[config.mk]
export PLATFORM = sky130hd
export DESIGN_NAME = mips_multicycle_control
export DESIGN_NICKNAME = d
export VERILOG_FILES = /design/src/rtl/mips_multicycle_control.sv
export SDC_FILE = /design/constraint.sdc
export NUM_CORES = 1
export LEC_CHECK = 0
export BUFFER_PORTS_ARGS = -buffer_cell sky130_fd_sc_hd__buf_2
export CAP_MARGIN = 10
export CORE_ASPECT_RATIO = 1.5
export CORE_MARGIN = 4
export CORE_UTILIZATION = 33
export DETAILED_ROUTE_END_ITERATION = 10
export PLACE_DENSITY = 0.65
export SYNTH_ARGS = -nofsm -noshare
export SYNTH_HDL_FRONTEND = slang
export SYNTH_SLANG_ARGS = --single-unit
[constraint.sdc]
create_clock -name clk -period 5.3 [get_ports clk]
set_input_delay 1.06 -clock clk [delete_from_list [all_inputs] [get_ports clk]]
set_output_delay 1.06 -clock clk [all_outputs]
set_load 0.1 [all_outputs]
[src/rtl/mips_multicycle_control.sv]
// Multicycle MIPS control FSM: sequences fetch/decode/execute/mem/wb, Moore outputs gated low during reset.
// Memory states are held MEM_LAT cycles via a latency counter; optional addi path behind `ADDI_SUPPORT_EN.
module mips_multicycle_control #(
    parameter int OP_W    = 6,
    parameter int MEM_LAT = 1,
    parameter int CNT_W   = 4
) (
    input  logic            clk,
    input  logic            reset,
    input  logic [OP_W-1:0] Op,
    output logic            PCWrite,
    output logic            Branch,
    output logic [1:0]      PCSrc,
    output logic            IorD,
    output logic            MemRead,
    output logic            MemWrite,
    output logic            IRWrite,
    output logic            MemtoReg,
    output logic            RegDst,
    output logic            RegWrite,
    output logic            ALUSrcA,
    output logic [1:0]      ALUSrcB,
    output logic [1:0]      ALUOp,
    output logic [3:0]      state,
    output logic            illegal_op,
    output logic            instr_done
);

    typedef enum logic [3:0] {
        S_FETCH   = 4'd0,
        S_DECODE  = 4'd1,
        S_MEMADR  = 4'd2,
        S_MEMRD   = 4'd3,
        S_MEMWB   = 4'd4,
        S_MEMWR   = 4'd5,
        S_EXECUTE = 4'd6,
        S_ALUWB   = 4'd7,
        S_BRANCH  = 4'd8,
        S_ADDIEX  = 4'd9,
        S_ADDIWB  = 4'd10,
        S_JUMP    = 4'd11
    } state_t;

    localparam logic [OP_W-1:0]  OP_RTYPE = OP_W'('h00);
    localparam logic [OP_W-1:0]  OP_J     = OP_W'('h02);
    localparam logic [OP_W-1:0]  OP_BEQ   = OP_W'('h04);
    localparam logic [OP_W-1:0]  OP_LW    = OP_W'('h23);
    localparam logic [OP_W-1:0]  OP_SW    = OP_W'('h2B);
`ifdef ADDI_SUPPORT_EN
    localparam logic [OP_W-1:0]  OP_ADDI  = OP_W'('h08);
`endif
    localparam logic [CNT_W-1:0] LAST_CNT = CNT_W'(MEM_LAT - 1);

    state_t            state_q, state_d;
    logic [CNT_W-1:0]  cnt_q, cnt_d;
    logic [OP_W-1:0]   op_q, op_d;
    logic              last;
    logic              in_access;
    state_t            dec_next;
    logic              dec_legal;

    assign last      = (cnt_q == LAST_CNT);
    assign in_access = (state_q == S_FETCH) || (state_q == S_MEMRD) || (state_q == S_MEMWR);

    // Opcode decode is only consumed in DECODE; op_q carries it forward so later Op changes are ignored.
    always_comb begin
        dec_next  = S_FETCH;
        dec_legal = 1'b1;
        if (Op == OP_LW || Op == OP_SW) begin
            dec_next = S_MEMADR;
        end else if (Op == OP_RTYPE) begin
            dec_next = S_EXECUTE;
        end else if (Op == OP_BEQ) begin
            dec_next = S_BRANCH;
        end else if (Op == OP_J) begin
            dec_next = S_JUMP;
`ifdef ADDI_SUPPORT_EN
        end else if (Op == OP_ADDI) begin
            dec_next = S_ADDIEX;
`endif
        end else begin
            dec_legal = 1'b0;
        end
    end

    always_comb begin
        state_d = state_q;
        op_d    = op_q;
        cnt_d   = (in_access && !last) ? cnt_q + CNT_W'(1) : '0;
        case (state_q)
            S_FETCH:   if (last) state_d = S_DECODE;
            S_DECODE: begin
                op_d    = Op;
                state_d = dec_next;
            end
            S_MEMADR: begin
                if (op_q == OP_LW)      state_d = S_MEMRD;
                else if (op_q == OP_SW) state_d = S_MEMWR;
                else                    state_d = S_FETCH;
            end
            S_MEMRD:   if (last) state_d = S_MEMWB;
            S_MEMWR:   if (last) state_d = S_FETCH;
            S_MEMWB:   state_d = S_FETCH;
            S_EXECUTE: state_d = S_ALUWB;
            S_ALUWB:   state_d = S_FETCH;
            S_BRANCH:  state_d = S_FETCH;
            S_JUMP:    state_d = S_FETCH;
`ifdef ADDI_SUPPORT_EN
            S_ADDIEX:  state_d = S_ADDIWB;
            S_ADDIWB:  state_d = S_FETCH;
`endif
            default:   state_d = S_FETCH;
        endcase
    end

    always_ff @(posedge clk) begin
        if (reset) begin
            state_q <= S_FETCH;
            cnt_q   <= '0;
            op_q    <= '0;
        end else begin
            state_q <= state_d;
            cnt_q   <= cnt_d;
            op_q    <= op_d;
        end
    end

    assign state = reset ? 4'd0 : state_q;

    // Reset forces every strobe low even while state_q still holds a mid-instruction code.
    always_comb begin
        PCWrite    = 1'b0;
        Branch     = 1'b0;
        PCSrc      = 2'b00;
        IorD       = 1'b0;
        MemRead    = 1'b0;
        MemWrite   = 1'b0;
        IRWrite    = 1'b0;
        MemtoReg   = 1'b0;
        RegDst     = 1'b0;
        RegWrite   = 1'b0;
        ALUSrcA    = 1'b0;
        ALUSrcB    = 2'b00;
        ALUOp      = 2'b00;
        illegal_op = 1'b0;
        instr_done = 1'b0;
        if (!reset) begin
            case (state_q)
                S_FETCH: begin
                    MemRead = 1'b1;
                    ALUSrcB = 2'b01;
                    IRWrite = last;
                    PCWrite = last;
                end
                S_DECODE: begin
                    ALUSrcB    = 2'b11;
                    illegal_op = !dec_legal;
                end
                S_MEMADR: begin
                    ALUSrcA = 1'b1;
                    ALUSrcB = 2'b10;
                end
                S_MEMRD: begin
                    IorD    = 1'b1;
                    MemRead = 1'b1;
                end
                S_MEMWB: begin
                    MemtoReg   = 1'b1;
                    RegWrite   = 1'b1;
                    instr_done = 1'b1;
                end
                S_MEMWR: begin
                    IorD       = 1'b1;
                    MemWrite   = 1'b1;
                    instr_done = last;
                end
                S_EXECUTE: begin
                    ALUSrcA = 1'b1;
                    ALUOp   = 2'b10;
                end
                S_ALUWB: begin
                    RegDst     = 1'b1;
                    RegWrite   = 1'b1;
                    instr_done = 1'b1;
                end
                S_BRANCH: begin
                    ALUSrcA    = 1'b1;
                    ALUOp      = 2'b01;
                    Branch     = 1'b1;
                    PCSrc      = 2'b01;
                    instr_done = 1'b1;
                end
                S_JUMP: begin
                    PCSrc      = 2'b10;
                    PCWrite    = 1'b1;
                    instr_done = 1'b1;
                end
`ifdef ADDI_SUPPORT_EN
                S_ADDIEX: begin
                    ALUSrcA = 1'b1;
                    ALUSrcB = 2'b10;
                end
                S_ADDIWB: begin
                    RegWrite   = 1'b1;
                    instr_done = 1'b1;
                end
`endif
                default: ;
            endcase
        end
    end

endmodule

==> metrics.txt, run 1 <==
main combinational cell family by area after synthesis=simple AND/OR/NAND/NOR gates; GPL Wtd Cong=0.862; simple-gate share of the synthesized area=a little under two fifths; post-synthesis sequential element count=14; Layout fillers=about 300; vias per cell=around 5.3; total number of vias=1000; Final min period=roughly 3400 ps; total power=0.000281 W; syn nets=around 140; status=completed; DRC=0; Post-CTS Resized=0; final wirelength=between 2000 and 2500 µm; leading area contributor after synthesis=dfxtp_1; pins over their slew limit=0; Highest Clock Rate=292 MHz; most common flop cell mapped by yosys=dfxtp_1; total track usage=13.4%; Synth cell types=36; root buf cell=clkbuf_8; unrepaired setup endpoints after global routing=no; Buf+Inv Stages, Crit Path=2; nets=~160; Worst R2R End=state_q[1]; GR Overflow Total=0; maximum vdd drop=between 0.08 and 0.09 mV; Cell Area, Synth=975 µm²; PD cells=241 mW/mm²; Bufs on Longest Clock Path=2; most common cell in the netlist=nand2_1; cells on worst reg2reg path=4; hold_sp=op_q[2]; Leakage=0.522 nW; setup repair bufs after CTS=0; first-pass GRT wire length=~4000 µm; TritonCTS Buffers=3; Num Clock Sinks=14; vias in the first global route=980; DP Area=0.00111 mm²; IO Count=30; post-route ant nets=0; Post-synth ARST share=0%; Startpoint Class=primary input; hpwl dp=between 1500 and 2000 µm; origin of the critical flop-to-flop path=state_q[2]; setup total negative slack=0 ps; die width=roughly 52 µm; Max Cap Viol=0; Synth Area in Adders=2.57%; Avg Cell Area, Syn=around 7.4 µm²; CTS tree=done; DRT Pass-1 Iters=4; Hold Fails Final Rpt=0; CP Capture Type=primary output; die area=0.00391 mm²; most frequent cells after synthesis=15 x nand2_1, 14 x dfxtp_1, 14 x nor2_1, 11 x a21oi_1, 10 x nor3_1; Max stage delay on crit path=between 400 and 500 ps; CTS Hold Bufs=0; post-synthesis mux area share=around 2.1%; WL/cell=12.6 µm; HP Class=register to register; CORE AREA=between 0.002 and 0.003 mm²; CP Cell Sequence=buf_2 > or2_2 > nor3_2 > or2_2 > buf_2; clk_lat worst skew=between 200 and 250 ps; clk slew on worst S/H paths=~60 ps; slowest cell on the critical path=buf_2; initial antenna violation count=0; complex-gate fraction of the synthesized area=between 10% and 20%; Post-synth EDFFs=0; hold path cells=2; R2R Setup Slk=~3500 ps; hold endpoint=op_q[2]; Mapped Cells=131; Seq/Total Area, Yosys=around 29%; Final Cell Area=about 0.0012 mm²; # rows=23; Yosys Warn Count=0; largest net degree at the start of global routing=20; H-tree Lvls=1; worst slew pin tran=about 660 ps; Final Cycle Share=around two thirds; Worst Path Arrival=around 2400 ps; diode count=0; dominant cells by area after synthesis=dfxtp_1 29%, nand2_1 5.8%, a21oi_1 5.6%; share of cells above drive strength 1=a little over a quarter; Top delay family on crit path=simple AND/OR/NAND/NOR gates; Initial DRC Count=21; xor/xnor cell area share of the yosys netlist=under 10%; final setup fails=0; port bufs=29; Crit Path Max Fanout=15; top-area cell type share of the netlist area=between 20% and 30%; clock skew=approximately 3.2 ps; Req. time, crit path=~4200 ps; crit path kind=primary input to primary output; Layout area overhead=20.0%; Max transition margin=56.0%; die height=between 70 and 80 µm; Initial Utilization=between 30% and 40%
## state kept, by name, summed over array words and instances, names as in the netlist
name     cells
op_q         6
cnt_q        4
state_q      4
## kinds of logic after synthesis
family / after synthesis
AOI/OAI and AO/OA: 26
xor gates and xnor gates: 4
adders and majority gates: 2
buffers and inverters: 16
DFF: 14
muxes: 2
and+or+nand+nor: 67
## routing by layer
layer,vias to the layer above,GRT usage (%),routed length [µm],share of wire (%)
met3,2,2.00,151,6.3
met2,37,24.4,1240,52
li1,496,-,-,-
met5,-,0,0,0
met4,0,7.67,34,1.4
met1,465,14.2,974,41
## cells in the final DEF (no fill, tap or decap), drive strengths merged
master / instances
nor3: 10
nand3: 3
nor3b: 2
mux2i: 2
ha: 2
buf: 29
o2bb2ai: 1
clkbuf: 4
xnor2: 2
a2111oi: 2
a21o: 2
o21ai: 5
or4b: 1
dfxtp: 14
xor2: 2
o211a: 1
nand2: 15
and4: 1
a21oi: 11
nor4: 1
inv: 5
nor4b: 2
or2: 2
a22oi: 2
and3: 3
a221oi: 1
nor2b: 7
or3: 1
nor2: 14
nand3b: 1
or3b: 1
nand2b: 3
a211oi: 1
## per-stage QoR
step	hold WS, ps	util, %	cells	worst slack [ps]
finish	455	42.3	190	1870
global route	484	42.3	190	1790
CTS	457	42.3	190	1870
detailed placement	449	40.4	186	1870
global placement	442	40.4	186	1900
floorplan	430	-	131	194
## worst max-delay path by stage
stage / from / end / slack (ps) / cells after the start
6_report: reset / PCWrite / 1870 / 5
5_1_grt: reset / PCWrite / 1790 / 5
4_1_cts: reset / PCWrite / 1870 / 5
2_1_floorplan: reset / PCWrite / 190 / 3
3_5_place_dp: reset / PCWrite / 1870 / 5
3_3_place_gp: reset / PCWrite / 1900 / 5
## worst min-delay path, cell delays in order, from the launching register on
cell and delay (ps):
dfxtp_1 300, nand2_1 50, a21oi_1 50
## area by class of cell
class | count | area, µm² | share of cell area, %
timing repair buffer | 29 | 145 | 12.4
tap | 37 | 46.3 | 3.96
clock buffer | 4 | 55.1 | 4.71
multi-input combinational | 101 | 624 | 53.4
inverter | 5 | 18.8 | 1.60
sequential | 14 | 280 | 24.0
## power by group
| part | internal [W] | leakage (nW) | switching (W) |
|---|---|---|---|
| clock | 0.0000657 | 0.0288 | 0.0000359 |
| combinational | 0.0000154 | 0.380 | 0.0000509 |
| sequential | 0.000109 | 0.114 | 0.00000438 |
Note: power is estimated with default switching activity, not from simulation.
==> run 2: changes to the inputs <==
ABC_AREA = 1   (was default)
PLACE_DENSITY = 0.64   (was 0.65)
clock period = 3.6 ns   (was 5.3 ns; I/O delays follow)
==> run 2 against run 1 <==
  * Register-to-register slack got worse by 1200 ps
  * Die area is 0.34% higher
  * Wire length fell by 4.7%
  * Sequential share of layout area is 0.53 points lower
  * Hold slack better by 6.2 ps
  * Synthesized cell count is 22% higher
  * Clock power increased by 50%
  * Critical path depth grew 1
  * First-iteration DRC count decreased by 29%
  * Via count up 2.5%
  * Combinational power grew 63%
==> metrics.txt, run 2 <==
IO Count=30 (unchanged); vias per cell=4.54 (was 5.26); GR Overflow Total=0 (unchanged); setup total negative slack=0 ps (unchanged); HP Class=register to register (unchanged); Avg Cell Area, Syn=6.12 µm² (was 7.44 µm²); pins over their slew limit=0 (unchanged); WL/cell=10.1 µm (was 12.6 µm); CTS Hold Bufs=0 (unchanged); PD cells=359 mW/mm² (was 241 mW/mm²); syn nets=170 (was 141); most common flop cell mapped by yosys=dfxtp_1 (unchanged); Num Clock Sinks=14 (unchanged); share of cells above drive strength 1=27.0% (was 26.8%); Initial DRC Count=15 (was 21); Final Cycle Share=a little over two thirds; first-pass GRT wire length=3970 µm (was 4000 µm); diode count=0 (unchanged); CORE AREA=0.00276 mm² (unchanged); top-area cell type share of the netlist area=28.6% (was 28.8%); Crit Path Max Fanout=13 (was 15); most frequent cells after synthesis=40 x nand2_1, 37 x nor2_1, 14 x dfxtp_1, 14 x inv_1, 9 x a21oi_1 (was 15 x nand2_1, 14 x dfxtp_1, 14 x nor2_1, 11 x a21oi_1, 10 x nor3_1); hpwl dp=1920 µm (was 1880 µm); Yosys Warn Count=0 (unchanged); total number of vias=1025 (was 1000); Initial Utilization=35.4% (was 35.3%); Leakage=0.640 nW (was 0.522 nW); most common cell after layout, fill and taps aside=nand2_1 (was buf_2); DRC=0 (unchanged); Most flops, register=op_q (unchanged); Synth cell types=26 (was 36); Req. time, crit path=2880 ps (was 4240 ps); # rows=23 (unchanged); Hold Fails Final Rpt=0 (unchanged); vias in the first global route=922 (was 980); die area=0.00392 mm² (was 0.00391 mm²); Post-synth ARST share=0% (unchanged); total track usage=13.2% (was 13.4%); Worst Path Arrival=1810 ps (was 2370 ps); Final min period=around 2500 ps; leading area contributor after synthesis=dfxtp_1 (unchanged); clk slew on worst S/H paths=60 ps (about the same); Seq/Total Area, Yosys=28.6% (was 28.8%); GPL Wtd Cong=0.803 (was 0.862); port bufs=29 (unchanged); top flop regs=op_q (6), cnt_q (4), state_q (4) (unchanged); die width=52.5 µm (was 52.4 µm); DP Cell Count=222 (was 186); clock skew=4.49 ps (was 3.25 ps); most frequent cells in the layout=40 x nand2_1, 37 x nor2_1, 29 x buf_2, 14 x inv_1, 14 x dfxtp_1 (was 29 x buf_2, 15 x nand2_1, 14 x nor2_1, 14 x dfxtp_1, 11 x a21oi_1); initial antenna violation count=0 (unchanged); CP Capture Type=primary output (unchanged); setup repair bufs after CTS=0 (unchanged); Layout fillers=340 (was 303); final setup fails=0 (unchanged); Layout area overhead=22.3% (was 20.0%); maximum vdd drop=0.273 mV (was 0.0859 mV); Bufs on Longest Clock Path=2 (unchanged); CTS tree=done (unchanged); setup ws final=1070 ps (was 1870 ps); Max transition margin=67.3% (was 56.0%); root buf cell=clkbuf_8 (unchanged); Fin Hold WS=461 ps (was 455 ps); die height=74.7 µm (was 74.6 µm); final wirelength=2280 µm (was 2400 µm); largest net degree at the start of global routing=16 (was 20); Post-CTS Resized=0 (unchanged); post-route insts no fill=226 (was 190); H-tree Lvls=1 (unchanged); DRT Pass-1 Iters=4 (unchanged); pre-CTS setup slack=1090 ps (was 1870 ps); Max Cap Viol=0 (unchanged); unrepaired setup endpoints after global routing=no (unchanged); Mapped Cells=160 (was 131); crit path kind=register to primary output (was primary input to primary output); post-route ant nets=0 (unchanged); post-synthesis sequential element count=14 (unchanged); Startpoint Class=register (was primary input); worst slew pin tran=494 ps (was 659 ps); Highest Clock Rate=a little under 400 MHz; clk_lat worst skew=240 ps (about the same); TritonCTS Buffers=3 (unchanged); nets=200 (was 164); FF/Latch Area=280 µm² (unchanged); area taken by multi-input logic gates=588 µm² (was 624 µm²); status=completed (unchanged); number of flip-flops in the largest register=6 (unchanged); Cell Area, Synth=978 µm² (was 975 µm²); most common cell in the netlist=nand2_1 (unchanged); Post-synth EDFFs=0 (unchanged); dominant cells by area after synthesis=dfxtp_1 29%, nand2_1 15%, nor2_1 14% (was dfxtp_1 29%, nand2_1 5.8%, a21oi_1 5.6%)
run 2: area by class of cell:
type,instances,area share (%)
Sequential cell,14,23.4
Inverter,21,6.80
Timing Repair Buffer,29,12.1
Clock buffer,4,4.60
Multi-Input combinational cell,121,49.2
Tap cell,37,3.87
run 2: path summary, 6_finish.rpt:
check	start	endpoint	slack, ps	depth (start not counted)
hold / removal	op_q[4]	op_q[4]	460	2
setup reg to reg	state_q[2]	state_q[0]	2310	8
setup / recovery	state_q[1]	illegal_op	1070	6
hold reg to reg	op_q[4]	op_q[4]	460	2
run 2: cells by family after synthesis:
group | Yosys count | share of synthesized area [%]
AOI/OAI and AO/OA | 17 | 8.95
DFF | 14 | 28.6
xor gates and xnor gates | 2 | 1.79
and+or+nand+nor | 100 | 46.3
buffers and inverters | 25 | 11.8
adders and majority gates | 2 | 2.56
run 2: worst max-delay path: stages (launching register included):
cell,delay [ps]
dfxtp_1,370
inv_1,110
nand2_2,80
nor2_4,280
nand3_1,130
nor3_2,150
buf_2,440
run 2: routing by layer:
layer / global-route usage (%) / vias up / share of wire (%)
met5: 0 / - / 0
met4: 4.26 / 0 / 0.83
li1: - / 550 / -
met2: 23.6 / 28 / 51
met1: 15.6 / 445 / 43
met3: 2.38 / 2 / 5.9
run 2: report_power, final:
group / internal, W / switching, W / leakage (nW)
logic: 0.0000224 / 0.0000853 / 0.497
registers: 0.000163 / 0.00000539 / 0.114
clock network: 0.0000967 / 0.0000567 / 0.0288
run 2: stage by stage:
step	utilization [%]	power [W]	area, µm²
after CTS	43.3	0.000436	1200
after detailed placement	41.3	0.000280	1140
after floorplan	-	0.000262	983
after global placement	41.3	0.000280	1140
after global routing	43.3	0.000454	1200
final	43.3	0.000430	1200
==> run 3: changes to the inputs <==
clock period = 2.5 ns   (was 3.6 ns; I/O delays follow)
==> run 3 against run 2 <==
  * Via count up 2.7%
  * Register-to-register slack worse by 1200 ps
  * First-iteration DRC count up 33%
  * Non-clock buffer count up 1
  * Clock skew about the same
  * Hold slack worse by 1.6 ps
  * Critical path depth unchanged
  * Sequential share of layout area down 0.67 points
  * Sequential cell count unchanged
  * Final cell count up 0.44%
  * Sequential power up 45%
  * Power up 44%
==> metrics.txt, run 3 (same netlist as run 2, synthesis figures left out) <==
status=completed (unchanged); TritonCTS Buffers=3 (unchanged); hpwl dp=2000 µm (was 1920 µm); clock skew=4.57 ps (was 4.49 ps); Crit Path Max Fanout=5 (was 13); Leakage=0.647 nW (was 0.640 nW); Initial Utilization=35.4% (unchanged); total track usage=13.3% (was 13.2%); PD cells=502 mW/mm² (was 359 mW/mm²); WL/cell=10.3 µm (was 10.1 µm); Final Cycle Share=around nine tenths; Max transition margin=67.4% (was 67.3%); Initial DRC Count=20 (was 15); Top delay family on crit path=buffers and inverters (was simple AND/OR/NAND/NOR gates); clk_lat worst skew=240 ps (about the same); most frequent CP cell=nand2_1; HP Class=register to register (unchanged); Req. time, crit path=2000 ps (was 2880 ps); Startpoint Class=register (unchanged); number of flip-flops in the largest register=6 (unchanged); most common cell after layout, fill and taps aside=nand2_1 (unchanged); CORE AREA=0.00276 mm² (unchanged); maximum vdd drop=0.282 mV (was 0.273 mV); DRC=0 (unchanged); Hold Fails Final Rpt=0 (unchanged); cells on worst reg2reg path=9 (was 8); clk slew on worst S/H paths=60 ps (about the same); setup total negative slack=0 ps (unchanged); pins over their slew limit=0 (unchanged); Max stage delay on crit path=430 ps (was 440 ps); H-tree Lvls=1 (unchanged); Fin Hold WS=459 ps (was 461 ps); GPL Wtd Cong=0.780 (was 0.803); unrepaired setup endpoints after global routing=no (unchanged); port bufs=29 (unchanged); IO Count=30 (unchanged); Post-CTS Resized=0 (unchanged); CP Depth=6 (unchanged); Layout fillers=319 (was 340); CTS Hold Bufs=0 (unchanged); slowest cell on the critical path=buf_2 (unchanged); Buf+Inv Stages, Crit Path=2 (unchanged); DP Area=0.00118 mm² (was 0.00114 mm²); CTS tree=done (unchanged); total power=0.000618 W (was 0.000430 W); most frequent cells in the layout=40 x nand2_1, 34 x nor2_1, 29 x buf_2, 14 x inv_1, 14 x dfxtp_1 (was 40 x nand2_1, 37 x nor2_1, 29 x buf_2, 14 x inv_1, 14 x dfxtp_1); die height=74.7 µm (unchanged); Final Cell Area=0.00123 mm² (was 0.00120 mm²); Max Cap Viol=0 (unchanged); GR Overflow Total=0 (unchanged); Highest Clock Rate=about 450 MHz; Most flops, register=op_q (unchanged); Num Clock Sinks=14 (unchanged); hold path cells=2 (unchanged); post-route ant nets=0 (unchanged); share of cells above drive strength 1=31.1% (was 27.0%); vias in the first global route=963 (was 922); final setup fails=0 (unchanged); CP Capture Type=primary output (unchanged); total number of vias=1053 (was 1025); diode count=0 (unchanged); vias per cell=4.64 (was 4.54); nets=201 (was 200); final wirelength=2350 µm (was 2280 µm); initial antenna violation count=0 (unchanged); root buf cell=clkbuf_8 (unchanged); Worst Path Arrival=1750 ps (was 1810 ps); CP Cell Sequence=nor2_1 > nand2_1 > inv_1 > nand2_1 > a21oi_2 > buf_2 (was inv_1 > nand2_2 > nor2_4 > nand3_1 > nor3_2 > buf_2); first-pass GRT wire length=4080 µm (was 3970 µm); top flop regs=op_q (6), cnt_q (4), state_q (4) (unchanged); Bufs on Longest Clock Path=2 (unchanged); # rows=23 (unchanged); DRT Pass-1 Iters=6 (was 4); worst slew pin tran=493 ps (was 494 ps); setup repair bufs after CTS=0 (unchanged); Layout area overhead=25.8% (was 22.3%); largest net degree at the start of global routing=16 (unchanged); die area=0.00392 mm² (unchanged); Core Util, Final=44.6% (was 43.3%); Final min period=around 2200 ps; crit path kind=register to primary output (unchanged); die width=52.5 µm (unchanged)
## run 3: final cells by class
cell class | instances | area (µm²) | area share (%)
flip-flops and latches | 14 | 280 | 22.8
clock buffers | 4 | 55.1 | 4.47
multi-input cells | 121 | 616 | 50.0
inverters | 21 | 81.3 | 6.61
well taps | 37 | 46.3 | 3.76
repair buffers | 30 | 153 | 12.4
## run 3: power breakdown
part / internal, W / switching [W]
sequential: 0.000235 / 0.00000798
clock: 0.000139 / 0.0000752
combinational: 0.0000349 / 0.000126
## run 3: through the flow
step | worst slack, ps | std cells
after floorplan | -71.8 | 160
after global placement | 393 | 223
after detailed placement | 373 | 223
after CTS | 244 | 227
after global routing | 84.2 | 227
final | 255 | 227
## run 3: metal layers
| metal | vias up | GRT usage [%] | routed length, µm |
|---|---|---|---|
| met4 | 0 | 3.41 | 12 |
| met3 | 2 | 1.98 | 160 |
| met2 | 34 | 25.8 | 1210 |
| li1 | 557 | - | - |
| met5 | - | 0 | 0 |
| met1 | 460 | 14.8 | 970 |
## run 3: final timing paths
| kind | slack, ps | start | end |
|---|---|---|---|
| max | 250 | state_q[2] | PCWrite |
| min | 460 | op_q[4] | op_q[4] |
| max reg2reg | 1140 | state_q[2] | state_q[0] |
| min reg2reg | 460 | op_q[4] | op_q[4] |
## run 3: tightest hold or removal path, delay by kind of cell (launching register included)
kind            cells  cell delay, ps
buf+inv             1              60
compound gates      1              60
flops               1             300
